**config.mk**
```make
export PLATFORM = sky130hd
export DESIGN_NAME = pio_keyseg_ctrl_flat
export DESIGN_NICKNAME = d
export VERILOG_FILES = /design/src/rtl/pio_keyseg_if.sv /design/src/rtl/pio_keyseg_ctrl.sv /design/src/flat_wrapper.sv
export SDC_FILE = /design/constraint.sdc
export NUM_CORES = 1
export LEC_CHECK = 0
export ABC_AREA = 1
export ABC_CLOCK_PERIOD_IN_PS = 1700
export CAP_MARGIN = 40
export CORE_MARGIN = 2
export CORE_UTILIZATION = 52
export DETAILED_ROUTE_END_ITERATION = 6
export PLACE_DENSITY = 0.86
export SETUP_SLACK_MARGIN = 0.2
export SLEW_MARGIN = 20
export SYNTH_ARGS = -nofsm -noshare
export SYNTH_HDL_FRONTEND = slang
export SYNTH_SLANG_ARGS = --single-unit
```
**constraint.sdc**
```tcl
create_clock -name clk -period 1.7 [get_ports clk]
set_input_delay 0.34 -clock clk [delete_from_list [all_inputs] [get_ports clk]]
set_output_delay 0.34 -clock clk [all_outputs]
set_load 0.1 [all_outputs]
```
**src/rtl/pio_keyseg_if.sv**
```systemverilog
// ----------------------------------------------------------------------------
// pio_keyseg_if
//   Avalon-MM slave bundle for pio_keyseg_ctrl: word-addressed register
//   access plus the level interrupt line.
//   avs_address    word address (3 bits)
//   avs_read       read strobe; avs_readdata valid one cycle later
//   avs_write      write strobe; register updates on the next clock edge
//   avs_writedata  32-bit write data
//   avs_readdata   32-bit registered read data
//   irq            level interrupt, active-high
// ----------------------------------------------------------------------------
interface pio_keyseg_if;
    logic [2:0]  avs_address;
    logic        avs_read;
    logic        avs_write;
    logic [31:0] avs_writedata;
    logic [31:0] avs_readdata;
    logic        irq;

    modport master (
        output avs_address, avs_read, avs_write, avs_writedata,
        input  avs_readdata, irq
    );

    modport slave (
        input  avs_address, avs_read, avs_write, avs_writedata,
        output avs_readdata, irq
    );
endinterface

```
**src/rtl/pio_keyseg_ctrl.sv**
```systemverilog
// ----------------------------------------------------------------------------
// pio_keyseg_ctrl
//   Avalon-MM PIO block: LED register, debounced switches/keys, sticky
//   key-press capture with maskable level IRQ, and a time-multiplexed hex
//   7-segment driver.
// Ports
//   clk         system clock
//   reset       synchronous, active-high reset
//   avs         pio_keyseg_if.slave: register bus and irq
//   led         LED drive, active-high
//   switch      raw slide switches, asynchronous
//   key         raw push buttons, asynchronous, active-low
//   seg_output  {digit_sel_n[NUM_DIGITS-1:0], seg_n[7:0]}, active-low,
//               seg_n = {dp, g..a}
// Register map (word address)
//   0 LED RW, 1 IN RO {key_db, sw_db}, 2 EDGE W1C, 3 IRQMSK RW,
//   4 DIGITS RW (nibble per digit), 5 SEGCTL RW {en[31], dp[8+:N], blank[N-1:0]},
//   6/7 read 0, writes ignored
// ----------------------------------------------------------------------------
module pio_keyseg_ctrl #(
    parameter int LED_W        = 8,
    parameter int SW_W         = 4,
    parameter int KEY_W        = 2,
    parameter int NUM_DIGITS   = 4,
    parameter int DEBOUNCE_CYC = 50000,
    parameter int SCAN_DIV     = 50000
) (
    input  logic                    clk,
    input  logic                    reset,
    pio_keyseg_if.slave             avs,
    output logic [LED_W-1:0]        led,
    input  logic [SW_W-1:0]         switch,
    input  logic [KEY_W-1:0]        key,
    output logic [NUM_DIGITS+7:0]   seg_output
);

    localparam int IN_W  = SW_W + KEY_W;
    localparam int CNT_W = $clog2(DEBOUNCE_CYC);
    localparam int PS_W  = (SCAN_DIV > 1) ? $clog2(SCAN_DIV) : 1;
    localparam int IDX_W = (NUM_DIGITS > 1) ? $clog2(NUM_DIGITS) : 1;

    // Idle level of the inputs: keys released (high), switches low.
    localparam logic [IN_W-1:0] IN_RST = {{KEY_W{1'b1}}, {SW_W{1'b0}}};

    localparam logic [2:0] ADDR_LED    = 3'd0;
    localparam logic [2:0] ADDR_IN     = 3'd1;
    localparam logic [2:0] ADDR_EDGE   = 3'd2;
    localparam logic [2:0] ADDR_IRQMSK = 3'd3;
    localparam logic [2:0] ADDR_DIGITS = 3'd4;
    localparam logic [2:0] ADDR_SEGCTL = 3'd5;

    // Standard hex font, active-high g..a.
    function automatic logic [6:0] hex7(input logic [3:0] n);
        hex7 = 7'h00;
        case (n)
            4'h0: hex7 = 7'h3F;  4'h1: hex7 = 7'h06;
            4'h2: hex7 = 7'h5B;  4'h3: hex7 = 7'h4F;
            4'h4: hex7 = 7'h66;  4'h5: hex7 = 7'h6D;
            4'h6: hex7 = 7'h7D;  4'h7: hex7 = 7'h07;
            4'h8: hex7 = 7'h7F;  4'h9: hex7 = 7'h6F;
            4'hA: hex7 = 7'h77;  4'hB: hex7 = 7'h7C;
            4'hC: hex7 = 7'h39;  4'hD: hex7 = 7'h5E;
            4'hE: hex7 = 7'h79;  4'hF: hex7 = 7'h71;
            default: hex7 = 7'h00;
        endcase
    endfunction

    // ------------------------------------------------------------------
    // Input synchroniser and per-bit debounce
    // ------------------------------------------------------------------
    logic [IN_W-1:0]  sync_q1, sync_q2, in_db;
    logic [CNT_W-1:0] db_cnt [IN_W];

    // NOTE: sequential state uses non-blocking assignments so every flop
    // samples pre-edge values regardless of statement order.
    always_ff @(posedge clk) begin
        if (reset) begin
            sync_q1 <= IN_RST;
            sync_q2 <= IN_RST;
        end else begin
            sync_q1 <= {key, switch};
            sync_q2 <= sync_q1;
        end
    end

    // NOTE: the debounce counters are a handful of flops, not a RAM, so
    // they are reset like any other state; a real memory would not be.
    always_ff @(posedge clk) begin
        for (int i = 0; i < IN_W; i++) begin
            if (reset) begin
                db_cnt[i] <= '0;
                in_db[i]  <= IN_RST[i];
            end else if (sync_q2[i] == in_db[i]) begin
                db_cnt[i] <= '0;
            end else if (db_cnt[i] == CNT_W'(DEBOUNCE_CYC - 1)) begin
                in_db[i]  <= sync_q2[i];
                db_cnt[i] <= '0;
            end else begin
                db_cnt[i] <= db_cnt[i] + CNT_W'(1);
            end
        end
    end

    logic [KEY_W-1:0] key_db, key_db_q, key_press;
    assign key_db    = in_db[IN_W-1:SW_W];
    assign key_press = key_db_q & ~key_db;   // debounced 1->0 transition

    // ------------------------------------------------------------------
    // Registers and bus
    // ------------------------------------------------------------------
    logic [LED_W-1:0]        led_reg;
    logic [KEY_W-1:0]        edge_flags, irq_mask, edge_clr;
    logic [4*NUM_DIGITS-1:0] digits;
    logic [NUM_DIGITS-1:0]   seg_blank, seg_dp;
    logic                    seg_en;
    logic                    irq_q;
    logic [31:0]             rd_next, rd_q;

    // Writedata bits beyond each register's width are dropped by design.
    logic wdata_unused;
    assign wdata_unused = ^avs.avs_writedata;

    assign edge_clr = (avs.avs_write && avs.avs_address == ADDR_EDGE)
                      ? avs.avs_writedata[KEY_W-1:0] : '0;

    // NOTE: every always_comb output gets a default before the case so no
    // path leaves it unassigned and no latch is inferred.
    always_comb begin
        rd_next = '0;
        if (avs.avs_read) begin
            case (avs.avs_address)
                ADDR_LED:    rd_next[LED_W-1:0]        = led_reg;
                ADDR_IN:     rd_next[IN_W-1:0]         = in_db;
                ADDR_EDGE:   rd_next[KEY_W-1:0]        = edge_flags;
                ADDR_IRQMSK: rd_next[KEY_W-1:0]        = irq_mask;
                ADDR_DIGITS: rd_next[4*NUM_DIGITS-1:0] = digits;
                ADDR_SEGCTL: begin
                    rd_next[NUM_DIGITS-1:0]  = seg_blank;
                    rd_next[8 +: NUM_DIGITS] = seg_dp;
                    rd_next[31]              = seg_en;
                end
                default: ;
            endcase
        end
    end

    always_ff @(posedge clk) begin
        if (reset) begin
            led_reg    <= '0;
            edge_flags <= '0;
            irq_mask   <= '0;
            digits     <= '0;
            seg_blank  <= '0;
            seg_dp     <= '0;
            seg_en     <= 1'b0;
            key_db_q   <= '1;
            irq_q      <= 1'b0;
            rd_q       <= '0;
        end else begin
            key_db_q <= key_db;
            // A press arriving with a W1C of the same bit wins.
            edge_flags <= (edge_flags & ~edge_clr) | key_press;
            irq_q      <= |(edge_flags & irq_mask);
            rd_q       <= rd_next;
            if (avs.avs_write) begin
                case (avs.avs_address)
                    ADDR_LED:    led_reg  <= avs.avs_writedata[LED_W-1:0];
                    ADDR_IRQMSK: irq_mask <= avs.avs_writedata[KEY_W-1:0];
                    ADDR_DIGITS: digits   <= avs.avs_writedata[4*NUM_DIGITS-1:0];
                    ADDR_SEGCTL: begin
                        seg_blank <= avs.avs_writedata[NUM_DIGITS-1:0];
                        seg_dp    <= avs.avs_writedata[8 +: NUM_DIGITS];
                        seg_en    <= avs.avs_writedata[31];
                    end
                    default: ;
                endcase
            end
        end
    end

    assign led              = led_reg;
    assign avs.avs_readdata = rd_q;
    assign avs.irq          = irq_q;

    // ------------------------------------------------------------------
    // 7-segment scan
    // ------------------------------------------------------------------
    logic [PS_W-1:0]        prescale;
    logic [IDX_W-1:0]       scan_idx;
    logic [NUM_DIGITS-1:0]  sel_n;
    logic [7:0]             seg_n;
    logic [3:0]             nibble;
    logic [NUM_DIGITS+7:0]  seg_next;

    always_ff @(posedge clk) begin
        if (reset || !seg_en) begin
            prescale <= '0;
            scan_idx <= '0;
        end else if (prescale == PS_W'(SCAN_DIV - 1)) begin
            prescale <= '0;
            scan_idx <= (scan_idx == IDX_W'(NUM_DIGITS - 1)) ? '0
                                                             : scan_idx + IDX_W'(1);
        end else begin
            prescale <= prescale + PS_W'(1);
        end
    end

    always_comb begin
        sel_n           = '1;
        seg_n           = '1;
        nibble          = digits[{scan_idx, 2'b00} +: 4];
        seg_next        = '1;
        sel_n[scan_idx] = 1'b0;
        if (!seg_blank[scan_idx]) begin
            seg_n = ~{seg_dp[scan_idx], hex7(nibble)};
        end
        if (seg_en) begin
            seg_next = {sel_n, seg_n};
        end
    end

    always_ff @(posedge clk) begin
        if (reset) begin
            seg_output <= '1;
        end else begin
            seg_output <= seg_next;
        end
    end

endmodule

```
**src/flat_wrapper.sv**
```systemverilog
// flat-port wrapper written by rule: the top's interface ports become plain ports
module pio_keyseg_ctrl_flat 
#(
    parameter int LED_W        = 8,
    parameter int SW_W         = 4,
    parameter int KEY_W        = 2,
    parameter int NUM_DIGITS   = 4,
    parameter int DEBOUNCE_CYC = 50000,
    parameter int SCAN_DIV     = 50000
)
  (clk, reset, led, switch, key, seg_output, avs_avs_address, avs_avs_read, avs_avs_write, avs_avs_writedata, avs_avs_readdata, avs_irq);
  pio_keyseg_if avs_i ();
  input  logic clk;
  input  logic reset;
  output logic [LED_W-1:0] led;
  input  logic [SW_W-1:0] switch;
  input  logic [KEY_W-1:0] key;
  output logic [NUM_DIGITS+7:0] seg_output;
  input wire logic [$bits(avs_i.avs_address)-1:0] avs_avs_address;
  input wire logic [$bits(avs_i.avs_read)-1:0] avs_avs_read;
  input wire logic [$bits(avs_i.avs_write)-1:0] avs_avs_write;
  input wire logic [$bits(avs_i.avs_writedata)-1:0] avs_avs_writedata;
  output wire logic [$bits(avs_i.avs_readdata)-1:0] avs_avs_readdata;
  output wire logic [$bits(avs_i.irq)-1:0] avs_irq;
  assign avs_i.avs_address = avs_avs_address;
  assign avs_i.avs_read = avs_avs_read;
  assign avs_i.avs_write = avs_avs_write;
  assign avs_i.avs_writedata = avs_avs_writedata;
  assign avs_avs_readdata = avs_i.avs_readdata;
  assign avs_irq = avs_i.irq;
  pio_keyseg_ctrl #(.LED_W(LED_W), .SW_W(SW_W), .KEY_W(KEY_W), .NUM_DIGITS(NUM_DIGITS), .DEBOUNCE_CYC(DEBOUNCE_CYC), .SCAN_DIV(SCAN_DIV)) u_core (.clk(clk), .reset(reset), .avs(avs_i), .led(led), .switch(switch), .key(key), .seg_output(seg_output));
endmodule
```
==> metrics.log <==
[metrics] CTS root buffer: sky130_fd_sc_hd__clkbuf_16
[metrics] count of final max-slew check failures: 0
[metrics] starting density of the core: 52.6%
[metrics] setup TNS: 0 ns
[metrics] number of maximum-capacitance constraint violations: 0
[metrics] count of input and output buffers: 67
[metrics] register-to-register path setup slack: 0.05 ns
[metrics] floorplan core area: about 0.019 mm2
[metrics] Critical Path Most Common Cell: sky130_fd_sc_hd__nor2_2
[metrics] drt pass-1 iters: 5
[metrics] detailed-route DRC error count: 0
[metrics] largest register by flop count: u_core.db_cnt
[metrics] critical path required time: 1.96 ns
[metrics] synthesized flop and latch total: around 200
[metrics] critical-path cell list: inv_2, nand3_1, nor2_2, nand3_2, nand2_4, clkbuf_16, nor2_2
[metrics] GR Util All Layers: between 20% and 30%
[metrics] Final setup violation count: 0
[metrics] number of stages on the worst hold path: 3
[metrics] syn_area_per_cell: 7.93 um2
[metrics] height of the die: ~140 um
[metrics] cell type of the slowest stage on the worst timing path: sky130_fd_sc_hd__edfxtp_1
[metrics] number of cells on the critical path: 7
[metrics] layout overhead on the synthesized area: 38.6%
[metrics] dominant cell type by area after synthesis: sky130_fd_sc_hd__edfxtp_1
[metrics] Placement Rows: 51
[metrics] Fin. Hold Viols: 0
[metrics] Clock Skew: around 0.014 ns
[metrics] Post-Place Cell Area: approximately 0.012 mm2
[metrics] die boundary width: approximately 140 um
[metrics] result of the run: finished, final reports clean
[metrics] total detailed-routing wirelength: between 20000 and 30000 um
[metrics] post-layout min period: between 1.5 and 2 ns
[metrics] slowest stage delay, CP: between 0.4 and 0.5 ns
[metrics] cell area after layout: between 0.01 and 0.015 mm2
[metrics] Post-DRT Antenna Nets: 0
[metrics] count of flip-flops with a built-in enable after synthesis: 96
[metrics] highest clock rate: just over 600 MHz
[metrics] worst r2r path cells: 7
[metrics] maximum net fanout on the critical path: 8
[metrics] per-cell via count in the routed design: between 5 and 6
[metrics] largest cells by area after synthesis: sky130_fd_sc_hd__edfxtp_1 (28%), sky130_fd_sc_hd__dfxtp_1 (21%), sky130_fd_sc_hd__nand2_1 (9.6%), sky130_fd_sc_hd__nor2_1 (7.8%), sky130_fd_sc_hd__nand3_1 (5.5%)
[metrics] data arrival at the endpoint of the critical path: ~1.9 ns
[metrics] RSZ-0062 raised after global routing: yes
[metrics] filler instances: 1325
[metrics] layout cell share with drive strength beyond 1: 22.7%
[metrics] largest net degree at the start of global routing: 30
[metrics] number of nets at the end of the flow: around 1600
[metrics] total power per unit cell area: between 800 and 900 mW/mm2
[metrics] type of element launching the critical path: register
[metrics] clock-pin slew of the registers on the worst-case setup and hold paths: roughly 0.060 ns
[metrics] via total after detailed routing: 9780
[metrics] antenna violations before repair: 2
[metrics] netlist area before placement: 0.0102 mm2
[metrics] Worst VDD drop: between 0.0007 and 0.0008 V
[metrics] routability cong.: 0.883
[metrics] TritonCTS Buffers: 22
[metrics] proportion of synthesized flip-flops having asynchronous set or reset: 0%
[metrics] sequential share of the synthesized area: 48.8%
[metrics] global-route wire length before repair: roughly 40000 um
[metrics] critical path's top delay family: simple AND/OR/NAND/NOR gates
[metrics] HPWL after detailed placement: between 15000 and 20000 um
[metrics] deepest clock path buffer count: 3
[metrics] wire length per cell: 15.2 um
[metrics] clock tree from TritonCTS: yes
[metrics] via count of the first global-routing pass: between 8000 and 9000
[metrics] number of top-level design ports: 98
[metrics] most instantiated flip-flop cell in the synthesis netlist: sky130_fd_sc_hd__dfxtp_1
[metrics] final worst hold slack: around 0.36 ns
[metrics] share of the clock period used by the worst path after layout: between 90% and 100%
[metrics] element type at the critical path end: register
[metrics] DRC violation total after the first TritonRoute iteration: 836
[metrics] total clock sinks: about 200
[metrics] Largest register FFs: 96
[metrics] number of distinct standard cells referenced by the synthesized netlist: 38
[metrics] Hold Path Class: input port to register
[metrics] Synth Instances: approximately 1300
[metrics] Synth top area share: between 20% and 30%
[metrics] Buf/Inv on CP: 2
[metrics] category of the most critical setup path: register to register
[metrics] die area: ~0.021 mm2
[metrics] H-tree levels: 1
[metrics] yosys warns: 0
[metrics] aggregate global routing overflow: 0
[metrics] Pleak: 5.56 nW
[metrics] Worst-Skew Late Latency: 0.51 ns
## synthesized netlist by cell type (15+ instances only)
| cell | instances |
|---|---|
| sky130_fd_sc_hd__inv_1 | 143 |
| sky130_fd_sc_hd__a21oi_1 | 99 |
| sky130_fd_sc_hd__dfxtp_1 | 105 |
| sky130_fd_sc_hd__nand2_1 | 262 |
| sky130_fd_sc_hd__nand4_1 | 38 |
| sky130_fd_sc_hd__nand3_1 | 113 |
| sky130_fd_sc_hd__ha_1 | 17 |
| sky130_fd_sc_hd__nor2_1 | 211 |
| sky130_fd_sc_hd__xor2_1 | 27 |
| sky130_fd_sc_hd__xnor2_1 | 15 |
| sky130_fd_sc_hd__edfxtp_1 | 96 |
| sky130_fd_sc_hd__buf_4 | 21 |
| sky130_fd_sc_hd__o21ai_0 | 44 |
## where the power goes
group          leakage, nW  internal (mW)  total [mW]  switching, mW
combinational         3.33          0.363        1.03          0.669
clock                0.378           3.09        5.10           2.01
sequential            1.85           5.21        5.36          0.148
total                 5.56           8.66        11.5           2.83
## cells by family after synthesis
family	synth area share (%)
buffers and inverters	8.61
XOR/XNOR	3.60
AND/OR/NAND/NOR	28.6
other	0.0735
AO/OA/AOI/OAI	8.18
adder cells (fa/ha/maj)	2.08
flip-flops	48.8
## placed cells by master (no fill, tap or decap), types with 12 or more instances in the layout
cell and n:
sky130_fd_sc_hd__nand2_4 13, sky130_fd_sc_hd__conb_1 111, sky130_fd_sc_hd__buf_12 44, sky130_fd_sc_hd__nor2_1 166, sky130_fd_sc_hd__nand4_1 38, sky130_fd_sc_hd__buf_4 100
sky130_fd_sc_hd__nand3_2 12, sky130_fd_sc_hd__a21oi_1 81, sky130_fd_sc_hd__edfxtp_1 96, sky130_fd_sc_hd__xnor2_1 14, sky130_fd_sc_hd__nand2_2 12, sky130_fd_sc_hd__inv_1 132
sky130_fd_sc_hd__clkbuf_16 28, sky130_fd_sc_hd__o21ai_0 42, sky130_fd_sc_hd__nor2_2 30, sky130_fd_sc_hd__nand3_1 95, sky130_fd_sc_hd__dfxtp_1 96, sky130_fd_sc_hd__nor2_4 20
sky130_fd_sc_hd__clkdlybuf4s50_1 28, sky130_fd_sc_hd__xor2_1 24, sky130_fd_sc_hd__nand2_1 253, sky130_fd_sc_hd__or2_2 12, sky130_fd_sc_hd__inv_2 16, sky130_fd_sc_hd__a21oi_2 18
## through the flow
stage	setup WS (ns)	instances	utilization, %	power (mW)
floorplan	0.165	1397	-	6.01
global placement	-0.219	1731	62.3	6.25
detailed placement	-0.267	1731	62.3	6.27
CTS	0.203	1788	68.0	11.3
global route	0.0355	1844	72.9	11.8
finish	0.0504	1844	72.9	11.5
## area by class of cell
| cell class | instances | area (um2) | share of cell area (%) |
|---|---|---|---|
| tap | 265 | 332 | 2.34 |
| antenna | 1 | 2.50 | 0.0177 |
| sequential | 201 | 5000 | 35.3 |
| inverter | 151 | 572 | 4.04 |
| clock inverter | 10 | 108 | 0.760 |
| multi-input combinational | 1008 | 5440 | 38.4 |
| clock buffer | 30 | 674 | 4.77 |
| timing repair buffer | 178 | 2020 | 14.3 |
## final timing paths
path / startpoint / endpoint
worst max register to register: u_core.db_cnt[2][5]$_SDFFCE_PN0P_ / u_core.db_cnt[2][2]$_SDFFCE_PN0P_
worst min-delay path: switch[3] / u_core.sync_q1[3]$_SDFF_PP0_
worst min register to register: u_core.sync_q1[1]$_SDFF_PP0_ / u_core.sync_q2[1]$_SDFF_PP0_
worst max-delay path: u_core.db_cnt[2][5]$_SDFFCE_PN0P_ / u_core.db_cnt[2][2]$_SDFFCE_PN0P_
## routing by layer
| layer | track usage (%) | vias to the layer above | wire (um) |
|---|---|---|---|
| met5 | 0 | - | 0 |
| met4 | 7.31 | 0 | 1070 |
| met3 | 4.24 | 96 | 2070 |
| met2 | 42.3 | 396 | 14100 |
| met1 | 29.3 | 4629 | 10700 |
| li1 | - | 4659 | - |
## worst min-delay path: stages
cell,delay (ns)
sky130_fd_sc_hd__clkdlybuf4s50_1,0.39
sky130_fd_sc_hd__inv_1,0.06
sky130_fd_sc_hd__nor2_1,0.03
## what timing repair did
item | CTS | global route
buffers inserted | 15 | 51
hold endpoints to repair | 0 | 0
gates resized for setup | 49 | 130
cloned | 2 | 4
setup endpoints to repair | 123 | 117
pin swaps | 13 | 42
hold buffers | 0 | 0
Note: power is estimated with default switching activity, not from simulation.
